### src/rtl/aes256_ctr_arbiter.sv
// aes256_ctr_arbiter: shares one aes256_ctr_comb core between two AXI-Stream
// requesters, one whole message at a time (key, counter, text ... tlast).
//
// Handshake semantics (every stream here): a beat transfers on a rising Clk
// edge where tvalid and tready are both 1. A source holds tvalid and its payload
// stable until that beat transfers. The arbiter only routes the two signals
// combinationally and never creates a transfer on its own.
module aes256_ctr_arbiter #(
    parameter int AXIS_WIDTH = 64
) (
    input  logic                      Clk,
    input  logic                      Rst_n,
    // requester input streams
    input  logic [1:0]                S_axis_tvalid,
    output logic [1:0]                S_axis_tready,
    input  logic [2*AXIS_WIDTH-1:0]   S_axis_tdata,
    input  logic [2*AXIS_WIDTH/8-1:0] S_axis_tkeep,
    input  logic [1:0]                S_axis_tlast,
    input  logic [1:0]                S_axis_tuser,
    // core input stream
    output logic                      Core_s_tvalid,
    input  logic                      Core_s_tready,
    output logic [AXIS_WIDTH-1:0]     Core_s_tdata,
    output logic [AXIS_WIDTH/8-1:0]   Core_s_tkeep,
    output logic                      Core_s_tlast,
    output logic                      Core_s_tuser,
    // core output stream
    input  logic                      Core_m_tvalid,
    output logic                      Core_m_tready,
    input  logic [AXIS_WIDTH-1:0]     Core_m_tdata,
    input  logic [AXIS_WIDTH/8-1:0]   Core_m_tkeep,
    input  logic                      Core_m_tlast,
    // requester result streams
    output logic [1:0]                M_axis_tvalid,
    input  logic [1:0]                M_axis_tready,
    output logic [2*AXIS_WIDTH-1:0]   M_axis_tdata,
    output logic [2*AXIS_WIDTH/8-1:0] M_axis_tkeep,
    output logic [1:0]                M_axis_tlast,
    // observation of the arbitration state
    output logic [1:0]                Dbg_state,
    output logic                      Dbg_grant,
    output logic                      Dbg_last_grant
);

    localparam int KW = AXIS_WIDTH / 8;

    typedef enum logic [1:0] {
        IDLE  = 2'd0,
        FWD   = 2'd1,
        DRAIN = 2'd2
    } state_t;

    state_t     state;
    logic       grant;
    logic       last_grant;
    logic [1:0] grant_oh;
    logic       s_on;
    logic       m_on;
    logic       s_last_xfer;
    logic       m_last_xfer;

    // Input side is open only while forwarding; output side from grant until
    // the final result beat leaves.
    assign s_on     = (state == FWD);
    assign m_on     = (state == FWD) || (state == DRAIN);
    assign grant_oh = {grant, ~grant};

    assign s_last_xfer = Core_s_tvalid && Core_s_tready && Core_s_tlast;
    assign m_last_xfer = Core_m_tvalid && Core_m_tready && Core_m_tlast;

    // Requester -> core routing; everything is zero outside FWD.
    assign Core_s_tvalid = s_on && S_axis_tvalid[grant];
    assign Core_s_tdata  = !s_on ? '0 :
                           (grant ? S_axis_tdata[AXIS_WIDTH +: AXIS_WIDTH]
                                  : S_axis_tdata[0 +: AXIS_WIDTH]);
    assign Core_s_tkeep  = !s_on ? '0 :
                           (grant ? S_axis_tkeep[KW +: KW] : S_axis_tkeep[0 +: KW]);
    assign Core_s_tlast  = s_on && S_axis_tlast[grant];
    assign Core_s_tuser  = s_on && S_axis_tuser[grant];

    // Core -> requester routing back to the granted slice only.
    assign Core_m_tready = m_on && M_axis_tready[grant];

    for (genvar i = 0; i < 2; i++) begin : g_port
        logic s_sel;
        logic m_sel;
        assign s_sel = s_on && grant_oh[i];
        assign m_sel = m_on && grant_oh[i];

        assign S_axis_tready[i]                    = s_sel && Core_s_tready;
        assign M_axis_tvalid[i]                    = m_sel && Core_m_tvalid;
        assign M_axis_tlast[i]                     = m_sel && Core_m_tlast;
        assign M_axis_tdata[i*AXIS_WIDTH +: AXIS_WIDTH] = m_sel ? Core_m_tdata : '0;
        assign M_axis_tkeep[i*KW +: KW]            = m_sel ? Core_m_tkeep : '0;
    end

    assign Dbg_state      = state;
    assign Dbg_grant      = grant;
    assign Dbg_last_grant = last_grant;

    // Message-level round-robin FSM; grant is frozen from IDLE exit to DRAIN exit.
    always_ff @(posedge Clk or negedge Rst_n) begin
        if (!Rst_n) begin
            state      <= IDLE;
            grant      <= 1'b0;
            last_grant <= 1'b1;
        end else begin
            case (state)
                IDLE: begin
                    if (|S_axis_tvalid) begin
                        state <= FWD;
                        if (&S_axis_tvalid) begin
                            grant <= ~last_grant;
                        end else begin
                            grant <= S_axis_tvalid[1];
                        end
                    end
                end
                FWD: begin
                    // a result tlast seen here is a core protocol error and is ignored
                    if (s_last_xfer) begin
                        state <= DRAIN;
                    end
                end
                DRAIN: begin
                    if (m_last_xfer) begin
                        last_grant <= grant;
                        state      <= IDLE;
                    end
                end
                default: state <= IDLE;
            endcase
        end
    end

endmodule

### config.mk
export PLATFORM = sky130hd
export DESIGN_NAME = aes256_ctr_arbiter
export DESIGN_NICKNAME = d
export VERILOG_FILES = /design/src/rtl/aes256_ctr_arbiter.sv
export SDC_FILE = /design/constraint.sdc
export NUM_CORES = 1
export LEC_CHECK = 0
export CORE_AREA = 2 2 177 179
export CTS_CLUSTER_SIZE = 12
export DETAILED_ROUTE_END_ITERATION = 8
export DIE_AREA = 0 0 179 181
export PLACE_DENSITY = 0.43
export SLEW_MARGIN = 20
export SYNTH_ARGS = -nofsm -noshare
export SYNTH_HDL_FRONTEND = slang
export SYNTH_SLANG_ARGS = --single-unit
### constraint.sdc
create_clock -name Clk -period 3.1 [get_ports Clk]
set_input_delay 0.31 -clock Clk [delete_from_list [all_inputs] [get_ports Clk]]
set_output_delay 0.31 -clock Clk [all_outputs]
set_load 0.05 [all_outputs]
Yosys cells after proc, flatten, opt, wreduce, memory -nomap -nowiden
Cells that the tools add are included.
W data, S select, Z words.
- order comparisons: 1
- eq/ne operators: 5
- multiplexer cells: 21
- bitwise operators: 2
- reduce and logical (&&, ||, !) cells: 25
- operator list (operator ; number):
    $mux W64 ; 4
    $mux W8 ; 4
    $logic_and A1 B1 Y1 ; 18
    $mux W1 ; 9
    $mux W2 ; 3
    $pmux W2 S3 ; 1
    $reduce_and A2 Y1 ; 3
    $ne A2 B2 Y1 const B ; 2
    $reduce_and A3 Y1 ; 1
    $eq A2 B1 Y1 const B ; 1
    $eq A2 B2 Y1 const B ; 1
    $logic_not A2 Y1 ; 1
    $lt A1 B2 Y1 const B ; 1
    $ne A2 B1 Y1 const B ; 1
    $not A1 Y1 ; 2
    $reduce_or A2 Y1 ; 1
    $logic_or A1 B1 Y1 ; 1
- register bits: 4
- input port bits: 229
- output and inout port bits: 230
- logic and storage cells: 57

Depth between registers and ports, before layout
Gate-level depths: netlist of the first run.
- depth in word-level cells: 7
- depth in mapped cells: 6
- depth with buffers taken out: 6

Worst setup path before layout of the first run
Ideal clock, no wire load.
- path type: register -> output
- start: register state[1], in the netlist Dbg_state[1]
- end: output Core_s_tdata[31]
- data arrival time: 2.175 ns
- path slack: 0.615 ns
- stages on the path, launching flop included: 6
- buffers on the path: 2
- path through: dfrtp_1 inv_1 ha_1 clkbuf_1 clkbuf_1 nor2b_1
- word-level cells in the longest chain between the ends: 2
- RTL lines (item ; RTL line ; source):
    start: declaration ; 53 ; state_t state;
    start signal: assignment ; 104 ; state <= IDLE;
    start signal: assignment ; 111 ; state <= FWD;
    start signal: assignment ; 122 ; state <= DRAIN;
    $eq A2 B1 Y1 ; 64 ; assign s_on = (state == FWD);
    $mux W64 ; 73 ; assign Core_s_tdata = !s_on ? '0 :
    end: declaration ; 23 ; output logic [AXIS_WIDTH-1:0] Core_s_tdata,
No other way between the ends.

Final worst setup path of the first run
- start: register state[1], in the netlist Dbg_state[1]
- end: output Core_s_tdata[20]
The elaborated chain is that of the path after synthesis.

==> results of run 1 <==
state kept, by name, indices dropped and copies added, names as in the netlist:
| name | count |
|---|---|
| Dbg_grant | 1 |
| Dbg_last_grant | 1 |
| Dbg_state | 2 |
layout make-up:
type / instances / area [um^2] / area share (%)
repair buffers: 463 / 5060 / 62.4
flip-flops and latches: 4 / 105 / 1.30
multi-input cells: 324 / 2360 / 29.1
well taps: 396 / 495 / 6.11
inverters: 2 / 7.51 / 0.0926
clock buffers: 4 / 78.8 / 0.973
logic make-up after synthesis:
kind of cell / count (synthesis) / share of synthesized area (%)
fa+ha+maj: 5 / 2.36
compound gates: 2 / 0.566
buf+inv: 43 / 7.69
mux: 79 / 30.0
simple gates: 238 / 55.6
flops: 4 / 3.82
power groups by stage:
stage                     Sequential, W  Combinational, W  Clock [W]
after floorplan                0.000195           0.00587          0
after global placement         0.000251           0.00951          0
after detailed placement       0.000250           0.00947          0
after CTS                      0.000248           0.00948   0.000209
after global routing           0.000260           0.00979   0.000216
final                          0.000246           0.00936   0.000206
layer usage:
metal	wire (um)	share of wire, %	up-vias	track usage [%]
met1	7210	39	1836	12.0
li1	-	-	2103	-
met2	9600	52	206	19.9
met5	0	0	-	0
met4	101	0.55	0	0.585
met3	1440	7.8	8	2.17
placed cells by master, fill, tap and decap left out, drive strengths merged, types with 3 or more instances in the layout:
master / n
mux2: 3
clkbuf: 4
nor2b: 77
dfrtp: 3
nand2: 4
nand3: 3
ha: 5
clkdlybuf4s50: 252
mux2i: 76
and3: 75
buf: 211
and2: 74
worst max path at each step:
stage / slack, ps / cells after the start / end
2_1_floorplan: 620 / 5 / Core_s_tdata[31]
3_3_place_gp: 580 / 4 / Core_s_tdata[20]
3_5_place_dp: 620 / 4 / Core_s_tdata[20]
4_1_cts: 380 / 4 / Core_s_tdata[20]
5_1_grt: 230 / 4 / Core_s_tdata[20]
6_report: 390 / 4 / Core_s_tdata[20]
stage by stage:
step	util [%]	area (um^2)	hold WS (ps)	total power, W	std cells
6_report	26.7	8100	297	0.00982	1193
2_1_floorplan	-	2650	14.4	0.00606	371
5_1_grt	26.7	8100	316	0.0103	1193
4_1_cts	26.7	8100	302	0.00994	1193
3_5_place_dp	26.4	8030	532	0.00971	1189
3_3_place_gp	26.4	8030	533	0.00976	1189
==> metrics.txt, run 1 <==
ys flop type=dfrtp_1; startpoint types=register; largest net degree at the start of global routing=77; critical path class=register to output port; Synth area leaders=mux2i_1, nor2b_1, and3_1, and2_1, clkbuf_1; port bufs=458; r2r startpoint=Dbg_state[1]$_DFFE_PN0P_; initial DRC count=85; Global Route Usage Sum=10.3%; r2r endpoint=Dbg_state[1]$_DFFE_PN0P_; Detail Route Antenna Nets=0; DRT Wirelength=18,300 um; Crit path buffers/inverters=2; FF-to-FF setup slack=770 ps; DR vias=4,153; CP max stage cell=clkdlybuf4s50_1; delay-heaviest family, CP=buffers and inverters; Post-Syn Area=2650 um^2; Commonest cells post-synth=mux2i_1, nor2b_1, and3_1, and2_1, clkbuf_1; Clock power frac=roughly 2.1%; fin nets=1,032; clk sinks=4; CP startpoint=Dbg_state[1]$_DFFE_PN0P_; Largest stage delay, worst path=830 ps; switching pwr=0.00607 W; period utilization=87.3%; switch share=around three fifths; Worst Tran Pin Value=743 ps; Core Region=approximately 30,000 um^2; layout cells sized above 1=around 28%; pwr dens=about 1200 nW/um^2; Die W=~180 um; Syn Inst Count=371; number of remaining DRC errors=0; sequential power share=2.5%; CTS tree=built; die area=32,400 um^2; Vias per Instance=approximately 3.5; post-CTS sizing=0; Area Growth Syn to Fin=206%; TritonCTS buffer count=3; Wirelength per Cell=15.4 um; # IOs=roughly 460; sequential share of the synthesized area=3.82%; worst min-delay path class=primary input to asynchronous set/reset pin; clk buf depth=2; CP Max Fanout=34; Setup Fix Bufs, Post-CTS=0; async set-or-reset flop fraction in the synthesized netlist=100%; Yosys warnings=0; cell row count=64; diode count=0; WP data arrival=2400 ps; FF-to-FF path depth=6; Die H=around 180 um; WP data required=about 2800 ps; FILL cells=3,226; DP HPWL=15,400 um; Congestion Overflow GR=0; first-pass GRT wire length=26,200 um; Slew Viols, Final=0; setup ws final=around 400 ps; Initial Utilization=8.74%; CTS clk-pin slew, worst paths=roughly 30 ps; Setup WS pre-CTS=622 ps; Distinct cells, synth=20; final hold vios=0; Gate power share=95.4%; internal power=0.00375 W; worst relative slew slack=50.5%; Max Clk Rate=between 300 and 400 MHz; H-tree lvl count=1; post-synth top area cell=mux2i_1; Peak VDD IR=715 uV; Synth Net Count=roughly 600; Cell Chain, Critical Path=inv_1, ha_2, nor2b_1, clkdlybuf4s50_1; vias in the first global route=4,239; TritonRoute pass-1 iters=4; outcome=completed; number of synthesized flops with an enable pin=0; initial antenna violation count=0; RSZ-0062 raised after global routing=no; #FFs+latches synth=4; Skew-Pair Late Insertion Delay=220 ps; Setup TNS=0 ps; min Tclk post-route=about 2700 ps; Syn Area/Cell=7.15 um^2; total of max-cap violations=0; Layout Skew=between 2 and 3 ps; Final GP Congestion=0.771; post-synth top area share=28.7%; Worst setup EP type=output port; root buffer cell=clkbuf_16; CTS Hold Bufs=0; final setup vio count=0; Lkg Pwr=between 3 and 4 nW
Power figures use the tool's default switching activity.
==> run 2, diff against run 1 <==
Settings changed: CORE_AREA 2 2 177 179 to 10 10 168 170, DIE_AREA 0 0 179 181 to 0 0 178 180, PLACE_DENSITY 0.43 to 0.5.
Clock period 3.1 ns to 2.9 ns, I/O delays scaled along.
==> metrics.txt, run 2 (synthesis results as in run 1) <==
outcome=completed (unchanged); Global Route Usage Sum=12.8% (was 10.3%); CP Max Fanout=18 (was 34); DR vias=4,270 (was 4,153); die area=32,000 um^2 (was 32,400 um^2); WP data arrival=2160 ps (was 2400 ps); placed inst area=8980 um^2 (was 8030 um^2); total chip power=0.0120 W (was 0.00982 W); fin nets=1,036 (was 1,032); initial DRC count=122 (was 85); Layout Skew=1.76 ps (was 2.60 ps); first-pass GRT wire length=31,800 um (was 26,200 um); Final GP Congestion=0.826 (was 0.771); clk sinks=4 (unchanged); Detail Route Antenna Nets=0 (unchanged); FF/Latch Area=105 um^2 (unchanged); Die H=180 um (was 181 um); root buffer cell=clkbuf_16 (unchanged); CTS tree=built (unchanged); DRT Wirelength=22,100 um (was 18,300 um); initial antenna violation count=1 (was 0); total of max-cap violations=0 (unchanged); max FFs per register=2 (unchanged); Initial Utilization=10.7% (was 8.74%); post-route cell area=9060 um^2 (was 8100 um^2); Setup TNS=0 ps (unchanged); most common cell after layout, fill and taps aside=clkdlybuf4s50_1 (unchanged); CTS Hold Bufs=0 (unchanged); Skew-Pair Late Insertion Delay=230 ps (was 220 ps); clk buf depth=2 (unchanged); TritonCTS buffer count=3 (unchanged); Core Region=24,900 um^2 (was 30,300 um^2); worst min-delay path class=primary input to asynchronous set/reset pin (unchanged); setup ws final=448 ps (was 394 ps); Worst setup EP type=output port (unchanged); Slew Viols, Final=0 (unchanged); Multi-input gate area=2360 um^2 (about the same); final setup vio count=0 (unchanged); Die W=178 um (was 179 um); Congestion Overflow GR=0 (unchanged); FF-to-FF path depth=6 (unchanged); period utilization=approximately 85%; FILL cells=2,502 (was 3,226); vias in the first global route=4,633 (was 4,239); CTS clk-pin slew, worst paths=30 ps (about the same); pwr dens=1320 nW/um^2 (was 1210 nW/um^2); largest net degree at the start of global routing=77 (unchanged); Vias per Instance=3.77 (was 3.48); Area Growth Syn to Fin=242% (was 206%); Setup WS pre-CTS=658 ps (was 622 ps); number of remaining DRC errors=0 (unchanged); cell row count=58 (was 64); RSZ-0062 raised after global routing=no (unchanged); Worst Tran Pin Value=664 ps (was 743 ps); # IOs=459 (unchanged); WP data required=2610 ps (was 2790 ps); H-tree lvl count=1 (unchanged); layout cells sized above 1=29.8% (was 27.6%); final hold vios=0 (unchanged); Lkg Pwr=4.09 nW (was 3.78 nW); TritonRoute pass-1 iters=4 (unchanged); post-CTS sizing=0 (unchanged); DP HPWL=19,500 um (was 15,400 um); critical path class=register to output port (unchanged); Max Clk Rate=408 MHz; hold slack=278 ps (was 297 ps); Setup Fix Bufs, Post-CTS=0 (unchanged); startpoint types=register (unchanged); port bufs=458 (unchanged); min Tclk post-route=2450 ps; Wirelength per Cell=19.5 um (was 15.4 um); most frequent cells in the layout=clkdlybuf4s50_1, buf_12, mux2i_1 (was clkdlybuf4s50_1, buf_4, mux2i_1, buf_12); Peak VDD IR=731 uV (was 715 uV); worst relative slew slack=55.8% (was 50.5%)
==> run 2: worst max-delay path: stages, from the launching register on <==
cell and delay, ps:
dfrtp_1 400, inv_1 130, ha_2 410, nor2b_1 180
clkdlybuf4s50_1 810
==> run 2: metrics by stage <==
| stage | utilization [%] | std cells |
|---|---|---|
| 5_1_grt | 36.4 | 1132 |
| 6_report | 36.4 | 1132 |
| 4_1_cts | 36.4 | 1131 |
| 3_5_place_dp | 36.1 | 1127 |
| 2_1_floorplan | - | 371 |
| 3_3_place_gp | 36.1 | 1127 |
==> run 2: report_power, final <==
group / internal (W) / switching, W
combinational: 0.00485 / 0.00674
clock: 0.000182 / 0.0000425
sequential: 0.0000937 / 0.0000646
==> run 2: worst paths after layout <==
kind	start	to	slack, ps
setup / recovery	Dbg_state[1]$_DFFE_PN0P_	Core_s_tdata[8]	450
hold / removal	Rst_n	Dbg_state[0]$_DFFE_PN0P_	280
setup reg to reg	Dbg_state[0]$_DFFE_PN0P_	Dbg_last_grant$_DFFE_PN1P_	680
hold reg to reg	Dbg_state[1]$_DFFE_PN0P_	Dbg_state[1]$_DFFE_PN0P_	550
max in group asynchronous	Rst_n	Dbg_last_grant$_DFFE_PN1P_	2370
min in group Clk	Dbg_state[1]$_DFFE_PN0P_	Dbg_state[1]$_DFFE_PN0P_	550
==> run 2: cell type report <==
cell class | count | share of cell area, %
diodes | 1 | 0.0276
inverters | 2 | 0.0828
repair buffers | 467 | 67.3
multi-input cells | 324 | 26.0
clock buffers | 4 | 0.870
well taps | 330 | 4.56
flip-flops and latches | 4 | 1.16
==> run 2: routing by layer <==
metal	part of all wire (%)	routed length, um	track usage (%)	vias up
li1	-	-	-	2114
met1	35	7830	13.1	1924
met2	55	12100	24.9	222
met3	9.1	2020	4.19	10
met4	0.77	171	1.50	0
met5	0	0	0	-
==> run 3, diff against run 2 <==
Clock period 2.9 ns to 2.3 ns, I/O delays scaled along.
==> metrics.txt, run 3 (synthesis results as in run 1) <==
outcome=completed (unchanged); TritonCTS buffer count=3 (unchanged); Lkg Pwr=4.44 nW (was 4.09 nW); final setup vio count=0 (unchanged); Multi-input gate area=2580 um^2 (was 2360 um^2); FF/Latch Area=105 um^2 (unchanged); Die W=178 um (unchanged); Core Region=24,900 um^2 (unchanged); critical path class=register to output port (unchanged); layout cells sized above 1=50.2% (was 29.8%); Setup TNS=0 ps (unchanged); WL met1=8380 um (was 7830 um); Worst setup EP type=output port (unchanged); Cell Chain, Critical Path=inv_1, ha_2, nor2b_4, buf_6, and2_1, buf_12 (was inv_1, ha_2, nor2b_1, clkdlybuf4s50_1); Worst Tran Pin Value=554 ps (was 664 ps); final hold vios=0 (unchanged); port bufs=458 (unchanged); FILL cells=2,355 (was 2,502); clk buf depth=2 (unchanged); vias in the first global route=4,707 (was 4,633); Setup WS pre-CTS=279 ps (was 658 ps); Crit path buffers/inverters=3 (was 2); WP data arrival=1930 ps (was 2160 ps); die area=32,000 um^2 (unchanged); Largest stage delay, worst path=420 ps (was 810 ps); CP startpoint=Dbg_state[0]$_DFFE_PN0P_ (was Dbg_state[1]$_DFFE_PN0P_); Slew Viols, Final=0 (unchanged); Vias per Instance=3.81 (was 3.77); largest net degree at the start of global routing=63 (was 77); met3 WL=2590 um (was 2020 um); startpoint types=register (unchanged); most frequent cells in the layout=buf_12, clkdlybuf4s50_1, mux2i_1 (was clkdlybuf4s50_1, buf_12, mux2i_1); Setup Fix Bufs, Post-CTS=0 (unchanged); Area Growth Syn to Fin=288% (was 242%); clk sinks=4 (unchanged); highest routed layer=met4 (unchanged); Layout Skew=1.74 ps (was 1.76 ps); CP Max Fanout=31 (was 18); Initial Utilization=10.7% (unchanged); post-route cell area=10,300 um^2 (was 9060 um^2); diode count=0 (was 1); worst min-delay path class=primary input to asynchronous set/reset pin (unchanged); CP max stage cell=dfrtp_1 (was clkdlybuf4s50_1); # IOs=459 (unchanged); CTS clk-pin slew, worst paths=30 ps (about the same); Skew-Pair Late Insertion Delay=220 ps (was 230 ps); initial DRC count=110 (was 122); delay-heaviest family, CP=buffers and inverters (unchanged); Detail Route Antenna Nets=0 (unchanged); setup ws final=141 ps (was 448 ps); WP data required=2070 ps (was 2610 ps); fin nets=1,050 (was 1,036); min Tclk post-route=2160 ps; first-pass GRT wire length=33,900 um (was 31,800 um); cell row count=58 (unchanged); Die H=180 um (unchanged); Global Route Usage Sum=14.0% (was 12.8%); pwr dens=1660 nW/um^2 (was 1320 nW/um^2); Max Clk Rate=463 MHz; max FFs per register=2 (unchanged); worst relative slew slack=62.9% (was 55.8%); most common cell after layout, fill and taps aside=buf_12 (was clkdlybuf4s50_1); Congestion Overflow GR=0 (unchanged); DR vias=4,358 (was 4,270); Peak VDD IR=686 uV (was 731 uV); CTS tree=built (unchanged); Wirelength per Cell=21.2 um (was 19.5 um); root buffer cell=clkbuf_16 (unchanged); DRT Wirelength=24,300 um (was 22,100 um); period utilization=93.9%; TritonRoute pass-1 iters=4 (unchanged); total of max-cap violations=0 (unchanged); RSZ-0062 raised after global routing=no (unchanged); met2 wire length=13,200 um (was 12,100 um); Final GP Congestion=0.751 (was 0.826); DP HPWL=22,200 um (was 19,500 um); placed inst area=10,200 um^2 (was 8980 um^2); post-layout util=41.3% (was 36.4%); r2r startpoint=Dbg_state[0]$_DFFE_PN0P_ (unchanged); H-tree lvl count=1 (unchanged); number of remaining DRC errors=0 (unchanged); initial antenna violation count=0 (was 1)
## run 3: cell types whose count changed in the layout (fill, tap and decap cells not counted), sizes merged
cell / delta
buf: +19
clkdlybuf4s50: -5
diode: -1
## run 3: path summary, 6_finish.rpt
check	endpoint	slack (ps)	cells after the start
worst max register to register	Dbg_state[0]$_DFFE_PN0P_	340	7
worst min-delay path	Dbg_state[1]$_DFFE_PN0P_	210	1
worst max-delay path	M_axis_tdata[2]	140	6
worst min register to register	Dbg_state[1]$_DFFE_PN0P_	560	1
min in group Clk	Dbg_state[1]$_DFFE_PN0P_	560	1
max in group asynchronous	Dbg_last_grant$_DFFE_PN1P_	1850	1
## run 3: power by group
part / total [W] / internal, W / switching [W]
clock network: 0.000279 / 0.000229 / 0.0000504
logic: 0.0165 / 0.00766 / 0.00888
registers: 0.000239 / 0.000117 / 0.000122
## run 3: what timing repair did
action / 4_1_cts / 5_1_grt
endpoints found under the setup margin: 0 / 31
hold buffers: 0 / 0
gates resized for setup: 0 / 1
## run 3: metrics by stage
stage / total power, W / instances / hold WS (ps)
2_1_floorplan: 0.00845 / 371 / -65.6
3_3_place_gp: 0.0170 / 1141 / 452
3_5_place_dp: 0.0170 / 1141 / 452
4_1_cts: 0.0173 / 1145 / 216
5_1_grt: 0.0177 / 1145 / 239
6_report: 0.0171 / 1145 / 212
## run 3: final cells by class
class / instances / area share, %
Timing Repair Buffer: 481 / 69.0
Multi-Input combinational cell: 324 / 25.1
Tap cell: 330 / 4.01
Sequential cell: 4 / 1.02
Clock buffer: 4 / 0.766
Inverter: 2 / 0.0730
## run 3: layer usage
metal,vias to the layer above,track usage [%]
li1,2139,-
met1,1948,13.9
met2,263,27.3
met3,8,5.36
met4,0,1.60
met5,-,0
